===== src/rtl/parking_pkg.sv =====
// Shared definitions for the parking entry arbiter: FSM state encoding,
// lane identifiers, default sizing and the lockout threshold.
package parking_pkg;

  typedef enum logic [2:0] {
    IDLE,
    GRANT,
    ISSUE,
    WAIT_RESULT,
    WAIT_CLOSE
  } state_t;

  typedef enum logic {
    LANE_A = 1'b0,
    LANE_B = 1'b1
  } lane_t;

  localparam int DEF_CAPACITY   = 8;
  localparam int DEF_TIMEOUT    = 16;
  localparam int LOCK_THRESHOLD = 3;

  function automatic lane_t other_lane(input lane_t l);
    return (l == LANE_A) ? LANE_B : LANE_A;
  endfunction

endpackage


===== src/rtl/parking_entry_arbiter_if.sv =====
// Link between the arbiter and the shared parking access controller:
// password strobe/value towards the controller, gate outcome back.
interface parking_entry_arbiter_if;

  logic       try_psswrd_o;
  logic [7:0] psswrd_atmpt_o;
  logic       gate_open_i;
  logic       gate_alarm_i;
  logic       gate_closed_i;

  modport master (
    output try_psswrd_o,
    output psswrd_atmpt_o,
    input  gate_open_i,
    input  gate_alarm_i,
    input  gate_closed_i
  );

  modport slave (
    input  try_psswrd_o,
    input  psswrd_atmpt_o,
    output gate_open_i,
    output gate_alarm_i,
    output gate_closed_i
  );

endinterface


===== src/rtl/occupancy_counter.sv =====
// Lot occupancy: saturating up/down counter. A simultaneous entry and exit
// cancel out; exits never take the count below zero.
module occupancy_counter #(
  parameter int CAPACITY = 8,
  parameter int CNT_W    = 4
) (
  input  logic             clk,
  input  logic             rst,
  input  logic             inc,
  input  logic             dec,
  output logic [CNT_W-1:0] count,
  output logic             full
);

  localparam logic [CNT_W-1:0] CAP_V = CNT_W'(CAPACITY);

  // Count register, saturating at both ends
  always_ff @(posedge clk or negedge rst) begin
    if (!rst) begin
      count <= '0;
    end else if (inc && !dec) begin
      if (count != CAP_V) count <= count + 1'b1;
    end else if (dec && !inc) begin
      if (count != '0) count <= count - 1'b1;
    end
  end

  assign full = (count == CAP_V);

endmodule


===== src/rtl/parking_entry_arbiter.sv =====
// Round-robin arbiter sharing one parking access controller between entry
// lanes A and B. Optional macro LANE_LOCKOUT_EN adds per-lane lockout after
// three consecutive rejects, with lock_a/lock_b outputs and an unlock input.
module parking_entry_arbiter
  import parking_pkg::*;
#(
  parameter int CAPACITY = DEF_CAPACITY,
  parameter int CNT_W    = 4,
  parameter int TIMEOUT  = DEF_TIMEOUT,
  parameter int TO_W     = 5
) (
  input  logic                   clk,
  input  logic                   rst,
  input  logic                   req_a,
  input  logic                   req_b,
  input  logic [7:0]             psswrd_a,
  input  logic [7:0]             psswrd_b,
  input  logic                   car_exit,
  parking_entry_arbiter_if.master ctrl,
  output logic                   grant_a,
  output logic                   grant_b,
  output logic                   done_a,
  output logic                   done_b,
  output logic                   reject_a,
  output logic                   reject_b,
  output logic                   full,
  output logic [CNT_W-1:0]       occupancy
`ifdef LANE_LOCKOUT_EN
  ,
  input  logic                   unlock,
  output logic                   lock_a,
  output logic                   lock_b
`endif
);

  localparam logic [TO_W-1:0] TO_LAST = TO_W'(TIMEOUT - 1);

  state_t          state, next_state;
  lane_t           owner, rr_ptr, winner;
  logic [7:0]      pw_latch;
  logic [TO_W-1:0] to_cnt;
  logic            load, finish_ok, finish_rej;
  logic            eff_a, eff_b;
  logic            lock_mask_a, lock_mask_b;
  logic            active;

  // A lane whose done/reject is pulsing is still holding its request this
  // cycle, so it is masked to avoid re-granting a finished session.
  assign eff_a = req_a && !done_a && !reject_a && !lock_mask_a;
  assign eff_b = req_b && !done_b && !reject_b && !lock_mask_b;

  // Next-state and transaction control
  always_comb begin
    next_state = state;
    load       = 1'b0;
    winner     = rr_ptr;
    finish_ok  = 1'b0;
    finish_rej = 1'b0;
    case (state)
      IDLE: begin
        if (!full && (eff_a || eff_b)) begin
          load       = 1'b1;
          next_state = GRANT;
          if (eff_a && eff_b) winner = rr_ptr;
          else if (eff_a)     winner = LANE_A;
          else                winner = LANE_B;
        end
      end
      GRANT: next_state = ISSUE;
      ISSUE: next_state = WAIT_RESULT;
      WAIT_RESULT: begin
        if (ctrl.gate_alarm_i) begin
          finish_rej = 1'b1;
          next_state = IDLE;
        end else if (ctrl.gate_open_i) begin
          next_state = WAIT_CLOSE;
        end else if (to_cnt == TO_LAST) begin
          finish_rej = 1'b1;
          next_state = IDLE;
        end
      end
      WAIT_CLOSE: begin
        if (ctrl.gate_closed_i) begin
          finish_ok  = 1'b1;
          next_state = IDLE;
        end
      end
      default: next_state = IDLE;
    endcase
  end

  // State, session ownership, timeout counter, pointer and result pulses
  always_ff @(posedge clk or negedge rst) begin
    if (!rst) begin
      state    <= IDLE;
      owner    <= LANE_A;
      rr_ptr   <= LANE_A;
      pw_latch <= 8'h00;
      to_cnt   <= '0;
      done_a   <= 1'b0;
      done_b   <= 1'b0;
      reject_a <= 1'b0;
      reject_b <= 1'b0;
    end else begin
      state <= next_state;
      if (load) begin
        owner    <= winner;
        pw_latch <= (winner == LANE_A) ? psswrd_a : psswrd_b;
      end
      if (state == ISSUE)            to_cnt <= '0;
      else if (state == WAIT_RESULT) to_cnt <= to_cnt + 1'b1;
      if (finish_ok || finish_rej) rr_ptr <= other_lane(rr_ptr);
      done_a   <= finish_ok  && (owner == LANE_A);
      done_b   <= finish_ok  && (owner == LANE_B);
      reject_a <= finish_rej && (owner == LANE_A);
      reject_b <= finish_rej && (owner == LANE_B);
    end
  end

  assign active              = (state != IDLE);
  assign grant_a             = active && (owner == LANE_A);
  assign grant_b             = active && (owner == LANE_B);
  assign ctrl.try_psswrd_o   = (state == ISSUE);
  assign ctrl.psswrd_atmpt_o = active ? pw_latch : 8'h00;

  occupancy_counter #(
    .CAPACITY(CAPACITY),
    .CNT_W   (CNT_W)
  ) u_occ (
    .clk  (clk),
    .rst  (rst),
    .inc  (finish_ok),
    .dec  (car_exit),
    .count(occupancy),
    .full (full)
  );

`ifdef LANE_LOCKOUT_EN
  localparam logic [1:0] LOCK_LAST = 2'(LOCK_THRESHOLD - 1);

  logic [1:0] rej_cnt_a, rej_cnt_b;
  logic       lock_a_q, lock_b_q;

  // Consecutive-reject tracking per lane; unlock clears everything
  always_ff @(posedge clk or negedge rst) begin
    if (!rst) begin
      rej_cnt_a <= 2'd0;
      rej_cnt_b <= 2'd0;
      lock_a_q  <= 1'b0;
      lock_b_q  <= 1'b0;
    end else if (unlock) begin
      rej_cnt_a <= 2'd0;
      rej_cnt_b <= 2'd0;
      lock_a_q  <= 1'b0;
      lock_b_q  <= 1'b0;
    end else begin
      if (finish_ok && owner == LANE_A) begin
        rej_cnt_a <= 2'd0;
      end else if (finish_rej && owner == LANE_A) begin
        if (rej_cnt_a == LOCK_LAST) lock_a_q <= 1'b1;
        if (rej_cnt_a != 2'd3)      rej_cnt_a <= rej_cnt_a + 1'b1;
      end
      if (finish_ok && owner == LANE_B) begin
        rej_cnt_b <= 2'd0;
      end else if (finish_rej && owner == LANE_B) begin
        if (rej_cnt_b == LOCK_LAST) lock_b_q <= 1'b1;
        if (rej_cnt_b != 2'd3)      rej_cnt_b <= rej_cnt_b + 1'b1;
      end
    end
  end

  assign lock_a      = lock_a_q;
  assign lock_b      = lock_b_q;
  assign lock_mask_a = lock_a_q;
  assign lock_mask_b = lock_b_q;
`else
  assign lock_mask_a = 1'b0;
  assign lock_mask_b = 1'b0;
`endif

endmodule


===== src/flat_wrapper.sv =====
// flat-port wrapper written by rule: the top's interface ports become plain ports
module parking_entry_arbiter_flat import parking_pkg::*;
#(
  parameter int CAPACITY = DEF_CAPACITY,
  parameter int CNT_W    = 4,
  parameter int TIMEOUT  = DEF_TIMEOUT,
  parameter int TO_W     = 5
)
  (clk, rst, req_a, req_b, psswrd_a, psswrd_b, car_exit, grant_a, grant_b, done_a, done_b, reject_a, reject_b, full, occupancy, ctrl_try_psswrd_o, ctrl_psswrd_atmpt_o, ctrl_gate_open_i, ctrl_gate_alarm_i, ctrl_gate_closed_i);
  parking_entry_arbiter_if ctrl_i ();
  input  logic clk;
  input  logic rst;
  input  logic req_a;
  input  logic req_b;
  input  logic [7:0] psswrd_a;
  input  logic [7:0] psswrd_b;
  input  logic car_exit;
  output logic grant_a;
  output logic grant_b;
  output logic done_a;
  output logic done_b;
  output logic reject_a;
  output logic reject_b;
  output logic full;
  output logic [CNT_W-1:0] occupancy;
  output wire logic [$bits(ctrl_i.try_psswrd_o)-1:0] ctrl_try_psswrd_o;
  output wire logic [$bits(ctrl_i.psswrd_atmpt_o)-1:0] ctrl_psswrd_atmpt_o;
  input wire logic [$bits(ctrl_i.gate_open_i)-1:0] ctrl_gate_open_i;
  input wire logic [$bits(ctrl_i.gate_alarm_i)-1:0] ctrl_gate_alarm_i;
  input wire logic [$bits(ctrl_i.gate_closed_i)-1:0] ctrl_gate_closed_i;
  assign ctrl_try_psswrd_o = ctrl_i.try_psswrd_o;
  assign ctrl_psswrd_atmpt_o = ctrl_i.psswrd_atmpt_o;
  assign ctrl_i.gate_open_i = ctrl_gate_open_i;
  assign ctrl_i.gate_alarm_i = ctrl_gate_alarm_i;
  assign ctrl_i.gate_closed_i = ctrl_gate_closed_i;
  parking_entry_arbiter #(.CAPACITY(CAPACITY), .CNT_W(CNT_W), .TIMEOUT(TIMEOUT), .TO_W(TO_W)) u_core (.clk(clk), .rst(rst), .req_a(req_a), .req_b(req_b), .psswrd_a(psswrd_a), .psswrd_b(psswrd_b), .car_exit(car_exit), .ctrl(ctrl_i), .grant_a(grant_a), .grant_b(grant_b), .done_a(done_a), .done_b(done_b), .reject_a(reject_a), .reject_b(reject_b), .full(full), .occupancy(occupancy));
endmodule

===== config.mk =====
export PLATFORM = sky130hd
export DESIGN_NAME = parking_entry_arbiter_flat
export DESIGN_NICKNAME = d
export VERILOG_FILES = /design/src/rtl/parking_pkg.sv /design/src/rtl/parking_entry_arbiter_if.sv /design/src/rtl/occupancy_counter.sv /design/src/rtl/parking_entry_arbiter.sv /design/src/flat_wrapper.sv
export SDC_FILE = /design/constraint.sdc
export NUM_CORES = 1
export LEC_CHECK = 0
export BUFFER_PORTS_ARGS = -buffer_cell sky130_fd_sc_hd__clkbuf_2
export CAP_MARGIN = 20
export CORE_ASPECT_RATIO = 0.75
export CORE_MARGIN = 2
export CORE_UTILIZATION = 25
export DETAILED_ROUTE_END_ITERATION = 8
export SYNTH_ARGS = -nofsm -noshare
export SYNTH_HDL_FRONTEND = slang
export SYNTH_SLANG_ARGS = --single-unit

===== constraint.sdc =====
create_clock -name clk -period 3.4 [get_ports clk]
set_clock_uncertainty 0.05 [all_clocks]
set_input_delay 0.68 -clock clk [delete_from_list [all_inputs] [get_ports clk]]
set_output_delay 0.68 -clock clk [all_outputs]
set_load 0.005 [all_outputs]

==> impl_metrics.tcl <==
set metrics [dict create \
    status "finished, final reports clean" \
    netlist_area_um2 1368 \
    io_pins 44 \
    worstSetupPathType "register to output port" \
    path_delay_family "simple AND/OR/NAND/NOR gates" \
    rsz0062_at_grt "no" \
    synth-xor-area-share_pct 3.202 \
    fin_cells 261 \
    dp_hpwl_um 2395 \
    wl_um 3069 \
    routed_via_density 4.364 \
    power_mw 1.421 \
    synth_top_family_by_area "simple AND/OR/NAND/NOR gates" \
    synthesis.area_per_instance_um2 9.699 \
    synth_mux_area_share_pct 0.7319 \
    synth_seq_area_share_pct 47.58 \
    fin_crit_sh_pct 68.88 \
    finalSetupViolations 0 \
    p_leak_nw 0.8545 \
    first_global_vias 1113 \
    cts_htree_levels 1 \
    cts_root_buffer "clkbuf_8" \
    ant_nets 0 \
    area_growth_pct 26.99 \
    grt_remaining_overflow 0 \
    fin_crit_ns 2.342 \
    synth-compound-area-share_pct 15.10 \
    gr-usage-met2_pct 19.35 \
    worst_slew_pin_slew_ns 0.6789 \
    io_buffers 43 \
    start_kind "register" \
    seqCellArea_um2 650.6 \
    drcViolationCount 0 \
    die_w_um 89.40 \
    num_vias 1139 \
    dieArea_um2 6084 \
    path_clk_slew_ns 0.09 \
    relSlewSlack_pct 54.74 \
    avgRoutedWirePerCell_um 11.76 \
    gp_congestion 0.7216 \
    nets 217 \
    fp-row-count 23 \
    synth.distinct_cells 36 \
    yosys.area_share.simple_pct 23.51 \
    yosys_warnings 0 \
    cts_buffers 3 \
    drtIter0Drc 32 \
    drv_cap 0 \
    clock_latency_ns 0.27 \
    crit_buf_inv 2 \
    grt_max_degree 27 \
    cts_sinks 26 \
    switching_share_pct 38.23 \
    ys.flop_type "dfrtp_1" \
    required_ns 2.67 \
    cpPeakStageDelay_ns 0.62 \
    grt_use_met3_pct 3.619 \
    synthAdderAreaFrac_pct 6.038 \
    grt_most_used_layer "met2" \
    layout-drive-gt1-share_pct 29.57 \
    core_area_um2 5324 \
    syn_nets 171 \
    cp.arrival_ns 1.61 \
    max_freq_ghz 0.4270 \
    critPathSlowestCell "or4b_4" \
    syn_inst 141 \
    grt_util_met1_pct 13.40 \
    finish.instance_area_um2 1737 \
    postPlaceCellArea_um2 1665 \
    power_density_nw_per_um2 818.4 \
    clock_power_share_pct 18.1 \
    p_sw_mw 0.5434 \
    power_frac_seq_pct 39.0 \
    chipHeight_um 68.05 \
    path_max_fanout 6 \
    ctsResizeCount 0 \
    hold_viol 0 \
    cp-end-kind "output port" \
    post_cts_buffers 0 \
    cts.path.max_buffers 2 \
    grt_antenna_before_repair 0 \
    hold_ws_ns 0.3766 \
    num_antenna_cells 0 \
    ctsHoldBuffers 0 \
    multi_input_area_um2 664.4 \
    pwr-share-comb_pct 42.8 \
    internal_power_mw 0.8779 \
    irDropWorstVdd_mv 0.2339 \
    synth_edf_count 0 \
    grt_pass1_wl_um 5168 \
    cts_tree "built" \
    path_cells "or4b_4, inv_1, clkbuf_2" \
    dp.cells 257 \
    synth_seq_cells 26 \
    n_fill_cell 570 \
    grt_util_all_layers_pct 11.04 \
    tns_ns 0 \
    postSynth.asyncResetShare_pct 100.0 \
    start_util_pct 25.69 \
    hold_path_class "input pin to async pin" \
    first_pass_iters 3 \
    report.final.slew_viol_count 0 \
]
-- final cells by class --
cell class | count | share of cell area, %
Inverter | 9 | 1.945
Clock buffer | 3 | 2.378
Multi-Input combinational cell | 103 | 38.26
Timing Repair Buffer | 44 | 12.82
Sequential cell | 26 | 37.46
Tap cell | 75 | 5.403
Clock inverter | 1 | 1.729
-- power groups by stage --
stage               logic, mW  registers (mW)  clock network [mW]
finish                  0.609           0.555               0.258
global route            0.702           0.582               0.282
CTS                     0.627           0.557               0.267
detailed placement      0.626           0.564                   0
global placement        0.614           0.560                   0
floorplan               0.424           0.526                   0
-- layout by cell type, fill, tap and decap left out, types with 2 or more instances in the layout --
| master | n |
|---|---|
| dfrtp_1 | 26 |
| nor3_1 | 3 |
| ha_1 | 5 |
| o21ai_0 | 3 |
| o22ai_1 | 8 |
| a21oi_1 | 5 |
| and3_1 | 2 |
| nand3_1 | 4 |
| clkbuf_2 | 43 |
| inv_1 | 9 |
| clkbuf_8 | 3 |
| xnor2_1 | 4 |
| nor3b_1 | 2 |
| nor2b_1 | 10 |
| a22o_1 | 2 |
| nand2_1 | 10 |
| nor2_1 | 26 |
-- synth_stat cells, types with 3 or more instances --
master   count  area (um^2)
xnor2_1      4        35.03
inv_1        9        33.78
nand2_1     10        37.54
a21oi_1      5        25.02
ha_1         5        62.56
o22ai_1      8        50.05
o21ai_0      3        15.01
nor3_1       3        15.01
nor2b_1     10        62.56
nand3_1      4        20.02
dfrtp_1     26        650.6
nor2_1      26        97.59
-- final timing paths --
check | endpoint | cells after the start | slack (ns) | start
setup / recovery | full | 3 | 1.06 | u_core.u_occ.count[0]
hold / removal | u_core.pw_latch[2] | 1 | 0.38 | rst
max in group asynchronous | u_core.to_cnt[3] | 1 | 2.49 | rst
min in group clk | u_core.pw_latch[0] | 2 | 0.44 | u_core.pw_latch[0]
hold reg to reg | u_core.pw_latch[0] | 2 | 0.44 | u_core.pw_latch[0]
setup reg to reg | u_core.u_occ.count[3] | 10 | 1.06 | u_core.state[0]
-- layer usage --
metal	wire, um	vias up
met1	1369	552
met2	1545	12
met5	0	-
met3	135	2
li1	-	573
met4	19	0
-- flip-flops by register name, summed over array words and instances, names as in the netlist --
name and cells:
u_core.pw_latch 8, u_core.rr_ptr 1, u_core.reject_a 1, u_core.to_cnt 5, u_core.done_b 1, u_core.reject_b 1, u_core.owner 1, u_core.state 3
u_core.u_occ.count 4, u_core.done_a 1
-- cells by family (layout without fill, tap and decap cells) --
family | Yosys count | count (layout)
compound gates | 27 | 27
xor+xnor | 5 | 5
fa+ha+maj | 6 | 6
buf+inv | 12 | 57
flops | 26 | 26
mux | 1 | 1
simple gates | 64 | 64
-- stage by stage --
stage / setup WS, ns / util (%)
final: 1.058 / 32.62
after global routing: 0.7580 / 32.62
after detailed placement: 1.008 / 31.28
after global placement: 1.061 / 31.28
after CTS: 1.032 / 32.62
after floorplan: 1.205 / -
Power figures use the tool's default switching activity.
